<file path="src/rtl/restoring_div_pkg.sv">
// rtl/restoring_div_pkg.sv - shared types and constants for the restoring divider
package restoring_div_pkg;

  localparam int DATA_W = 8;

  typedef enum logic [1:0] {
    IDLE = 2'd0,
    DIV  = 2'd1,
    HOLD = 2'd2
  } state_t;

  // Active-low segments ordered {g,f,e,d,c,b,a}; entry n is the glyph for hex digit n.
  localparam logic [15:0][6:0] SEG_TABLE = {
    7'b0001110, 7'b0000110, 7'b0100001, 7'b1000110,
    7'b0000011, 7'b0001000, 7'b0010000, 7'b0000000,
    7'b1111000, 7'b0000010, 7'b0010010, 7'b0011001,
    7'b0110000, 7'b0100100, 7'b1111001, 7'b1000000
  };

  function automatic logic [6:0] hex_to_seg(input logic [3:0] nib);
    return SEG_TABLE[nib];
  endfunction

endpackage

</file>
<file path="src/rtl/div_control.sv">
// rtl/div_control.sv - sequencing FSM and step counter for the restoring divider
module div_control
  import restoring_div_pkg::*;
(
  input  logic   clk,
  input  logic   rst_n,
  input  logic   load,
  input  logic   run_edge,
  input  logic   run_level,
  input  logic   div_zero,
  output logic   load_en,
  output logic   start_en,
  output logic   step_en,
  output logic   zero_flag_set,
  output state_t state
);

  state_t     next_state;
  logic [2:0] step_cnt;

  always_ff @(posedge clk or negedge rst_n) begin
    if (!rst_n) begin
      state    <= IDLE;
      step_cnt <= '0;
    end else begin
      state <= next_state;
      if (start_en) begin
        step_cnt <= '0;
      end else if (step_en) begin
        step_cnt <= step_cnt + 3'd1;
      end
    end
  end

  always_comb begin
    next_state    = state;
    load_en       = 1'b0;
    start_en      = 1'b0;
    step_en       = 1'b0;
    zero_flag_set = 1'b0;
    unique case (state)
      IDLE: begin
        // A load held in the same cycle as a run edge swallows the edge.
        if (load) begin
          load_en = 1'b1;
        end else if (run_edge) begin
          if (div_zero) begin
            zero_flag_set = 1'b1;
            next_state    = HOLD;
          end else begin
            start_en   = 1'b1;
            next_state = DIV;
          end
        end
      end
      DIV: begin
        step_en = 1'b1;
        if (step_cnt == 3'd7) begin
          next_state = HOLD;
        end
      end
      HOLD: begin
        if (!run_level) begin
          next_state = IDLE;
        end
      end
      default: next_state = IDLE;
    endcase
  end

endmodule

</file>
<file path="src/rtl/restoring_div.sv">
// rtl/restoring_div.sv - 8-bit unsigned restoring divider with button inputs and hex display
module restoring_div
  import restoring_div_pkg::*;
#(
  parameter int SYNC_STAGES = 2
) (
  input  logic       Clk,
  input  logic       Reset,
  input  logic       ClearA_LoadB,
  input  logic       Run,
  input  logic [7:0] S,
  output logic [6:0] AhexU,
  output logic [6:0] AhexL,
  output logic [6:0] BhexU,
  output logic [6:0] BhexL,
  output logic [7:0] Aval,
  output logic [7:0] Bval,
  output logic       X
);

  logic [SYNC_STAGES-1:0]             load_sync;
  logic [SYNC_STAGES-1:0]             run_sync;
  logic [SYNC_STAGES-1:0][DATA_W-1:0] s_sync;

  logic              load, run_level, run_prev, run_edge;
  logic [DATA_W-1:0] s_val;
  logic              load_en, start_en, step_en, zero_flag_set;
  state_t            state;

  logic [DATA_W-1:0] a_reg, b_reg, d_reg;
  logic [DATA_W:0]   trial;
  logic [DATA_W-1:0] diff;
  logic              fits;

  always_ff @(posedge Clk or negedge Reset) begin
    if (!Reset) begin
      load_sync <= '0;
      run_sync  <= '0;
      s_sync    <= '0;
      run_prev  <= 1'b0;
    end else begin
      load_sync[0] <= ClearA_LoadB;
      run_sync[0]  <= Run;
      s_sync[0]    <= S;
      for (int i = 1; i < SYNC_STAGES; i++) begin
        load_sync[i] <= load_sync[i-1];
        run_sync[i]  <= run_sync[i-1];
        s_sync[i]    <= s_sync[i-1];
      end
      run_prev <= run_level;
    end
  end

  assign load      = ~load_sync[SYNC_STAGES-1];
  assign run_level = ~run_sync[SYNC_STAGES-1];
  assign s_val     = s_sync[SYNC_STAGES-1];
  assign run_edge  = run_level & ~run_prev;

  div_control u_ctrl (
    .clk          (Clk),
    .rst_n        (Reset),
    .load         (load),
    .run_edge     (run_edge),
    .run_level    (run_level),
    .div_zero     (s_val == '0),
    .load_en      (load_en),
    .start_en     (start_en),
    .step_en      (step_en),
    .zero_flag_set(zero_flag_set),
    .state        (state)
  );

  // The partial remainder stays below the divisor, so its ninth bit is always
  // zero and a_reg holds the whole of it; the low byte of the subtraction is exact.
  assign trial = {a_reg, b_reg[DATA_W-1]};
  assign fits  = trial >= {1'b0, d_reg};
  assign diff  = trial[DATA_W-1:0] - d_reg;

  always_ff @(posedge Clk or negedge Reset) begin
    if (!Reset) begin
      a_reg <= '0;
      b_reg <= '0;
      d_reg <= '0;
      X     <= 1'b0;
    end else if (load_en) begin
      b_reg <= s_val;
      a_reg <= '0;
      X     <= 1'b0;
    end else if (zero_flag_set) begin
      d_reg <= s_val;
      X     <= 1'b1;
    end else if (start_en) begin
      d_reg <= s_val;
      a_reg <= '0;
      X     <= 1'b0;
    end else if (step_en && state == DIV) begin
      if (fits) begin
        a_reg <= diff;
        b_reg <= {b_reg[DATA_W-2:0], 1'b1};
      end else begin
        a_reg <= trial[DATA_W-1:0];
        b_reg <= {b_reg[DATA_W-2:0], 1'b0};
      end
    end
  end

  assign Aval  = a_reg;
  assign Bval  = b_reg;
  assign AhexU = hex_to_seg(a_reg[7:4]);
  assign AhexL = hex_to_seg(a_reg[3:0]);
  assign BhexU = hex_to_seg(b_reg[7:4]);
  assign BhexL = hex_to_seg(b_reg[3:0]);

endmodule

</file>
<file path="config.mk">
export PLATFORM = sky130hd
export DESIGN_NAME = restoring_div
export DESIGN_NICKNAME = d
export VERILOG_FILES = /design/src/rtl/restoring_div_pkg.sv /design/src/rtl/div_control.sv /design/src/rtl/restoring_div.sv
export SDC_FILE = /design/constraint.sdc
export NUM_CORES = 1
export LEC_CHECK = 0
export BUFFER_PORTS_ARGS = -buffer_cell sky130_fd_sc_hd__buf_2
export CAP_MARGIN = 20
export CORE_MARGIN = 2
export CORE_UTILIZATION = 52
export DETAILED_ROUTE_END_ITERATION = 7
export PLACE_DENSITY = 0.74
export SLEW_MARGIN = 20
export SYNTH_ARGS = -nofsm -noshare
export SYNTH_HDL_FRONTEND = slang
export SYNTH_HIERARCHICAL = 1
export SYNTH_SLANG_ARGS = --single-unit
</file>
<file path="constraint.sdc">
create_clock -name Clk -period 4.7 [get_ports Clk]
set_input_delay 0.235 -clock Clk [delete_from_list [all_inputs] [get_ports Clk]]
set_output_delay 0.235 -clock Clk [all_outputs]
set_load 0.02 [all_outputs]
</file>
==> reports/metrics.yaml, run 1 <==
clock_tree:
  clock-sinks: 51
  clk_latency_ps: 300
  numCtsBuffers: 5
  cts_setup_buffers: 0
  cts-htree-levels: 2
  cts_tree: "built"
  cts.hold.buffers_added: 0
  root_buffer: "clkbuf_8"
  cts_max_path_buffers: 2
  clk_pin_slew_worst_paths_ps: 90
  ctsResizeCount: 0
route:
  remaining_drc_errors: 0
  drtPass1Iterations: 4
  drt_iter0_markers: 96
  vias_per_cell: 5.45
  num_vias: 2604
  ant_nets: 0
  finalWirelength_um: 6450
  wire_per_inst_um: 13.5
yosys:
  syn_nets: 397
  ys_seq_area_share_pct: 38.6
  syn_area_um2: 3310
  synth_edf_count: 0
  yosys-top-cells-area: "dfrtp_1 (39%), ha_1 (13%), a21oi_1 (4.5%)"
  synth.distinct_cells: 56
  synth_common_cells: "dfrtp_1 (51), nand2_1 (35), ha_1 (34)"
  synth.top_cell.area_share_pct: 38.6
  synthFlopType: "dfrtp_1"
  synth_cells: 350
  synth_warnings: 6
  synth_most_common_cell: "dfrtp_1"
  async_flop_share_pct: 100
  synth.ff_latch_count: 51
  synth_area_leader_cell: "dfrtp_1"
  avgSynthCellArea_um2: 9.46
final_layout:
  diodes: 0
  finish.utilization_pct: 59.7
  nets: 447
  instances_no_fill: 478
  drive_above_1_share_pct: 22.9
  area_growth_pct: 12.6
critical_path:
  startpoint_type: "register"
  cp_slowest_cell: "or3_1"
  path_common_cell: "o21ai_0"
  cp_max_fo: 16
  crit_chain: "or4_1, nor2_1, and2b_2, or3_1, nor2_2, o21ai_0, o21ai_0"
  max_stage_delay_ps: 620
  arrival_ps: 2970
  critPathKind: "register to register"
  crit_required_ps: 4920
  end_kind: "register"
global_routing:
  grt-busiest-layer: "met2"
  use_met2_pct: 32.9
  track_usage_pct: 19.8
  antenna_found_initial: 0
  grt_max_degree: 52
  grt_pass1_wl_um: 11500
  grt_pass1_vias: 2467
  grt.overflow.total: 0
  use_met1_pct: 27.1
  met3_usage_pct: 3.36
pwr:
  p_sw_uw: 1290
  power_frac_clock_pct: 9.6
  p_total_uw: 2600
  power_density_nw_per_um2: 697
  internal-power_uw: 1300
  p_sw_share_pct: 49.8
  p_leak_uw: 0.00179
  power_frac_comb_pct: 62.1
  seqPwrFrac_pct: 28.3
  peakVddDrop_mv: 0.382
timing:
  setup_violations: 0
  final.min_clock_period_ps: 2750
  tightest_slew_ps: 1050
  hold_viol: 0
  rsz0062_at_grt: "false"
  slew_violations: 0
  clock.fmax_mhz: 364
  relSlewSlack_pct: 29.5
  finClkSkew_ps: 3.17
  worst_slack_ps: 1950
  finalSetupTns_ps: 0
  finalCritPeriodShare_pct: 58.5
floorplanning:
  coreArea_um2: 6240
  io_pins: 57
  die_y_um: 83.8
  rows: 29
  start_util_pct: 53.0
  die_area_um2: 7020
  die_width_um: 83.8
placed_design:
  hpwl_um: 4810
  port_buffers: 56
  numPlacedInstances: 470
  gp_congestion: 0.946
  dpl_worst_slack_ps: 1960
status:
  status: "finished clean"
min_path:
  min-delay-path-class: "primary input to async pin"
run:
  max-cap-violations: 0
[logic make-up (layout without fill, tap and decap cells)]
| group | after synthesis | in the layout | synth area share, % |
|---|---|---|---|
| AND/OR/NAND/NOR | 106 | 106 | 16.6 |
| AO/OA/AOI/OAI | 90 | 90 | 17.1 |
| flip-flops | 51 | 51 | 38.6 |
| buffers and inverters | 41 | 92 | 5.22 |
| adder cells (fa/ha/maj) | 35 | 35 | 13.5 |
| multiplexers | 22 | 22 | 7.71 |
| XOR/XNOR | 5 | 5 | 1.32 |
[through the flow]
| stage | hold WS [ps] | cell area [um^2] |
|---|---|---|
| 2_1_floorplan | -60.6 | 3310 |
| 3_3_place_gp | 332 | 3640 |
| 3_5_place_dp | 336 | 3640 |
| 4_1_cts | 18.6 | 3720 |
| 5_1_grt | 5.22 | 3720 |
| 6_report | 25.8 | 3720 |
[worst max-delay path: cells and delay by family (launching register included)]
kind             cells  cell delay (ps)
flip-flops           1              410
AO/OA/AOI/OAI        2              340
AND/OR/NAND/NOR      5             1910
[metal layers]
metal	vias to the layer above	share of wire (%)
met5	-	0
met4	0	0.45
met2	47	50
met3	4	3.8
li1	1319	-
met1	1234	46
[cells in the final DEF, fill, tap and decap left out, types with 2 or more instances in the layout]
cell type and count:
xnor2_1 4, or2_2 3, nand2b_1 2, a31oi_1 3, o22ai_1 4, nor3_1 5, ha_1 34, dfrtp_1 51
a32o_1 2, nand3_1 6, nor2b_1 9, a21oi_1 30, nor2_2 2, mux2i_1 12, o21bai_1 2, inv_1 24
or4_1 2, or3_1 2, buf_4 2, buf_2 56, nor3b_1 3, a211o_1 2, o31ai_1 4, o311ai_2 3
mux2_2 8, nor2_1 23, nand2_1 35, clkbuf_8 5, mux4_2 2, and2_1 3, o21ai_0 28, nand3b_1 3
[area by class of cell]
| type | count | area, um^2 |
|---|---|---|
| inverters | 26 | 103 |
| clock buffers | 6 | 72.6 |
| fillers | 558 | 2520 |
| clock inverters | 2 | 16.3 |
| multi-input cells | 258 | 1870 |
| repair buffers | 58 | 295 |
| well taps | 77 | 96.3 |
| flip-flops and latches | 51 | 1280 |
[power groups by stage]
stage | Clock (uW) | Sequential [uW] | Combinational (uW)
after global routing | 283 | 765 | 1790
after floorplan | 0 | 717 | 1230
after detailed placement | 0 | 745 | 1610
final | 250 | 735 | 1610
after CTS | 262 | 735 | 1620
after global placement | 0 | 736 | 1570
[path summary, 6_finish.rpt]
kind                                  start     endpoint  slack, ps  cells after the start
worst max-delay path               s_val[6]      Aval[7]       1950                      7
worst min-delay path                  Reset      Aval[5]         30                      2
worst max register to register     s_val[6]      Aval[7]       1950                      7
worst min register to register  run_sync[0]  run_sync[1]        350                      0
max in group asynchronous             Reset     s_val[2]       4260                      2
min in group Clk                       S[3]    s_sync[3]         30                      1
Power figures use the tool's default switching activity.
==> run 2: changes to the inputs <==
==> constraint.sdc (replaced) <==
create_clock -name Clk -period 2.9 [get_ports Clk]
set_input_delay 0.145 -clock Clk [delete_from_list [all_inputs] [get_ports Clk]]
set_output_delay 0.145 -clock Clk [all_outputs]
set_load 0.02 [all_outputs]
==> reports/metrics.yaml, run 2 (synthesis results as in run 1) <==
pwr:
  seqPwrFrac_pct: 26.0  # -2.3 points
  p_leak_uw: 0.00188  # +5.0%
  peakVddDrop_mv: 0.629  # +65%
  power_frac_comb_pct: 62.6  # +0.5 points
  p_sw_share_pct: 48.6  # -1.2 points
  power_density_nw_per_um2: 1120  # +61%
  p_sw_uw: 2130  # +65%
  power_frac_clock_pct: 11.4  # +1.8 points
  internal-power_uw: 2260  # +73%
timing:
  finClkSkew_ps: 4.89  # +1.72 ps
  hold_slack_ps: 352  # +326 ps
  finalCritPeriodShare_pct: 84.5  # +26 points
  hold_viol: 0  # unchanged
  tightest_slew_ps: 623  # -430 ps
  clock.fmax_mhz: 408  # +12%
  setup_violations: 0  # unchanged
  finalSetupTns_ps: 0  # unchanged
  rsz0062_at_grt: "false"
  relSlewSlack_pct: 58.5  # +29 points
  slew_violations: 0  # unchanged
  final.min_clock_period_ps: 2450  # -301 ps
route:
  num_vias: 2674  # +2.7%
  wire_per_inst_um: 13.6  # +0.64%
  finalWirelength_um: 6730  # +4.2%
  ant_nets: 0  # unchanged
  vias_per_cell: 5.40  # -0.84%
  drtPass1Iterations: 5  # +1
  drt_iter0_markers: 119  # +24%
  remaining_drc_errors: 0  # unchanged
critical_path:
  cp_max_fo: 7  # -9
  critPathKind: "register to register"
  arrival_ps: 2660  # -310 ps
  regToRegStartpoint: "s_val[2]"
  startpoint_type: "register"
  critical_path.startpoint: "s_val[2]"
  worstRegToRegCells: 6  # -1
  end_kind: "register"
  crit_required_ps: 3110  # -1810 ps
global_routing:
  grt_max_degree: 29  # -44%
  grt.overflow.total: 0  # unchanged
  grt_pass1_wl_um: 11900  # +3.1%
  track_usage_pct: 20.5  # +0.75 points
  antenna_found_initial: 0  # unchanged
  grt_pass1_vias: 2589  # +4.9%
floorplanning:
  die_y_um: 83.8  # unchanged
  die_area_um2: 7020  # unchanged
  coreArea_um2: 6240  # unchanged
  start_util_pct: 53.0  # unchanged
  rows: 29  # unchanged
  die_width_um: 83.8  # unchanged
  io_pins: 57  # unchanged
clock_tree:
  clk_pin_slew_worst_paths_ps: 90  # about the same
  cts_tree: "built"
  cts_max_path_buffers: 2  # unchanged
  clk_latency_ps: 310  # about the same
  numCtsBuffers: 5  # unchanged
  cts-htree-levels: 2  # unchanged
  clock-sinks: 51  # unchanged
  root_buffer: "clkbuf_8"
placed_design:
  port_buffers: 56  # unchanged
  gp_congestion: 0.834  # -12%
  numPlacedInstances: 476  # +1.3%
  hpwl_um: 4850  # +0.65%
final_layout:
  diodes: 0  # unchanged
  ff_latch_area_um2: 1280  # unchanged
  multi_input_area_um2: 1870  # unchanged
  drive_above_1_share_pct: 23.4  # +0.50 points
  instances_no_fill: 495  # +3.6%
  final_common_cell: "buf_2"
  fill_cells: 535  # -4.1%
  nets: 464  # +3.8%
  final_cell_mix: "buf_2 (56), dfrtp_1 (51), nand2_1 (35), ha_1 (34), a21oi_1 (30)"
  area_growth_pct: 17.9
min_path:
  min_from: "s_sync[2]"
  min-delay-path-class: "register to register"
  whs_path_depth: 0
run:
  max-cap-violations: 0  # unchanged
status:
  status: "finished clean"
run 2: changes by cell type in the layout (fill, tap and decap cells not counted), sizes merged:
cell / delta
clkinvlp: -1
dlygate4sd3: +11
buf: +6
bufinv: +1
run 2: layer usage:
metal / GRT usage, % / wire length, um / up-vias
met2: 35.1 / 3270 / 46
met1: 27.3 / 3120 / 1255
met4: 5.87 / 101 / 0
met5: 0 / 0 / -
met3: 2.97 / 225 / 11
li1: - / - / 1362
run 2: final cells by class:
| type | count | area share [%] |
|---|---|---|
| multi-input cells | 258 | 47.8 |
| clock buffers | 6 | 1.86 |
| repair buffers | 75 | 11.5 |
| well taps | 77 | 2.47 |
| inverters | 26 | 2.63 |
| clock inverters | 2 | 0.994 |
| flip-flops and latches | 51 | 32.7 |
run 2: power by group through the flow:
stage          Sequential (uW)  Combinational, uW  Clock (uW)
3_3_place_gp              1140               2650           0
5_1_grt                   1180               3040         537
2_1_floorplan             1160               1990           0
6_report                  1140               2750         501
4_1_cts                   1140               2750         510
3_5_place_dp              1150               2710           0
run 2: final timing paths:
| kind | to | slack, ps |
|---|---|---|
| worst max-delay path | Aval[2] | 450 |
| worst min-delay path | s_val[2] | 350 |
| worst max register to register | Aval[2] | 450 |
| worst min register to register | s_val[2] | 350 |
| max in group asynchronous | s_val[4] | 1790 |
| min in group asynchronous | Aval[6] | 380 |
run 2: what timing repair did:
action                    in CTS  in global routing
hold buffers                  11                  0
hold endpoints to repair      37                  0
resized for setup              0                  0
setup buffers                  0                  0
run 2: worst max-delay path, stage by stage (launching register included):
cell      delay, ps
dfrtp_1         400
or4_1           530
nor2_1          140
and2b_2         270
or3_1           440
or2_4           290
o311ai_2        280
run 2: through the flow:
step | total power (uW) | setup slack (ps) | instance area [um^2] | util, %
2_1_floorplan | 3150 | 539 | 3310 | -
3_3_place_gp | 3790 | 543 | 3680 | 59.0
3_5_place_dp | 3860 | 488 | 3680 | 59.0
4_1_cts | 4400 | 453 | 3900 | 62.5
5_1_grt | 4750 | 328 | 3900 | 62.5
6_report | 4390 | 450 | 3900 | 62.5
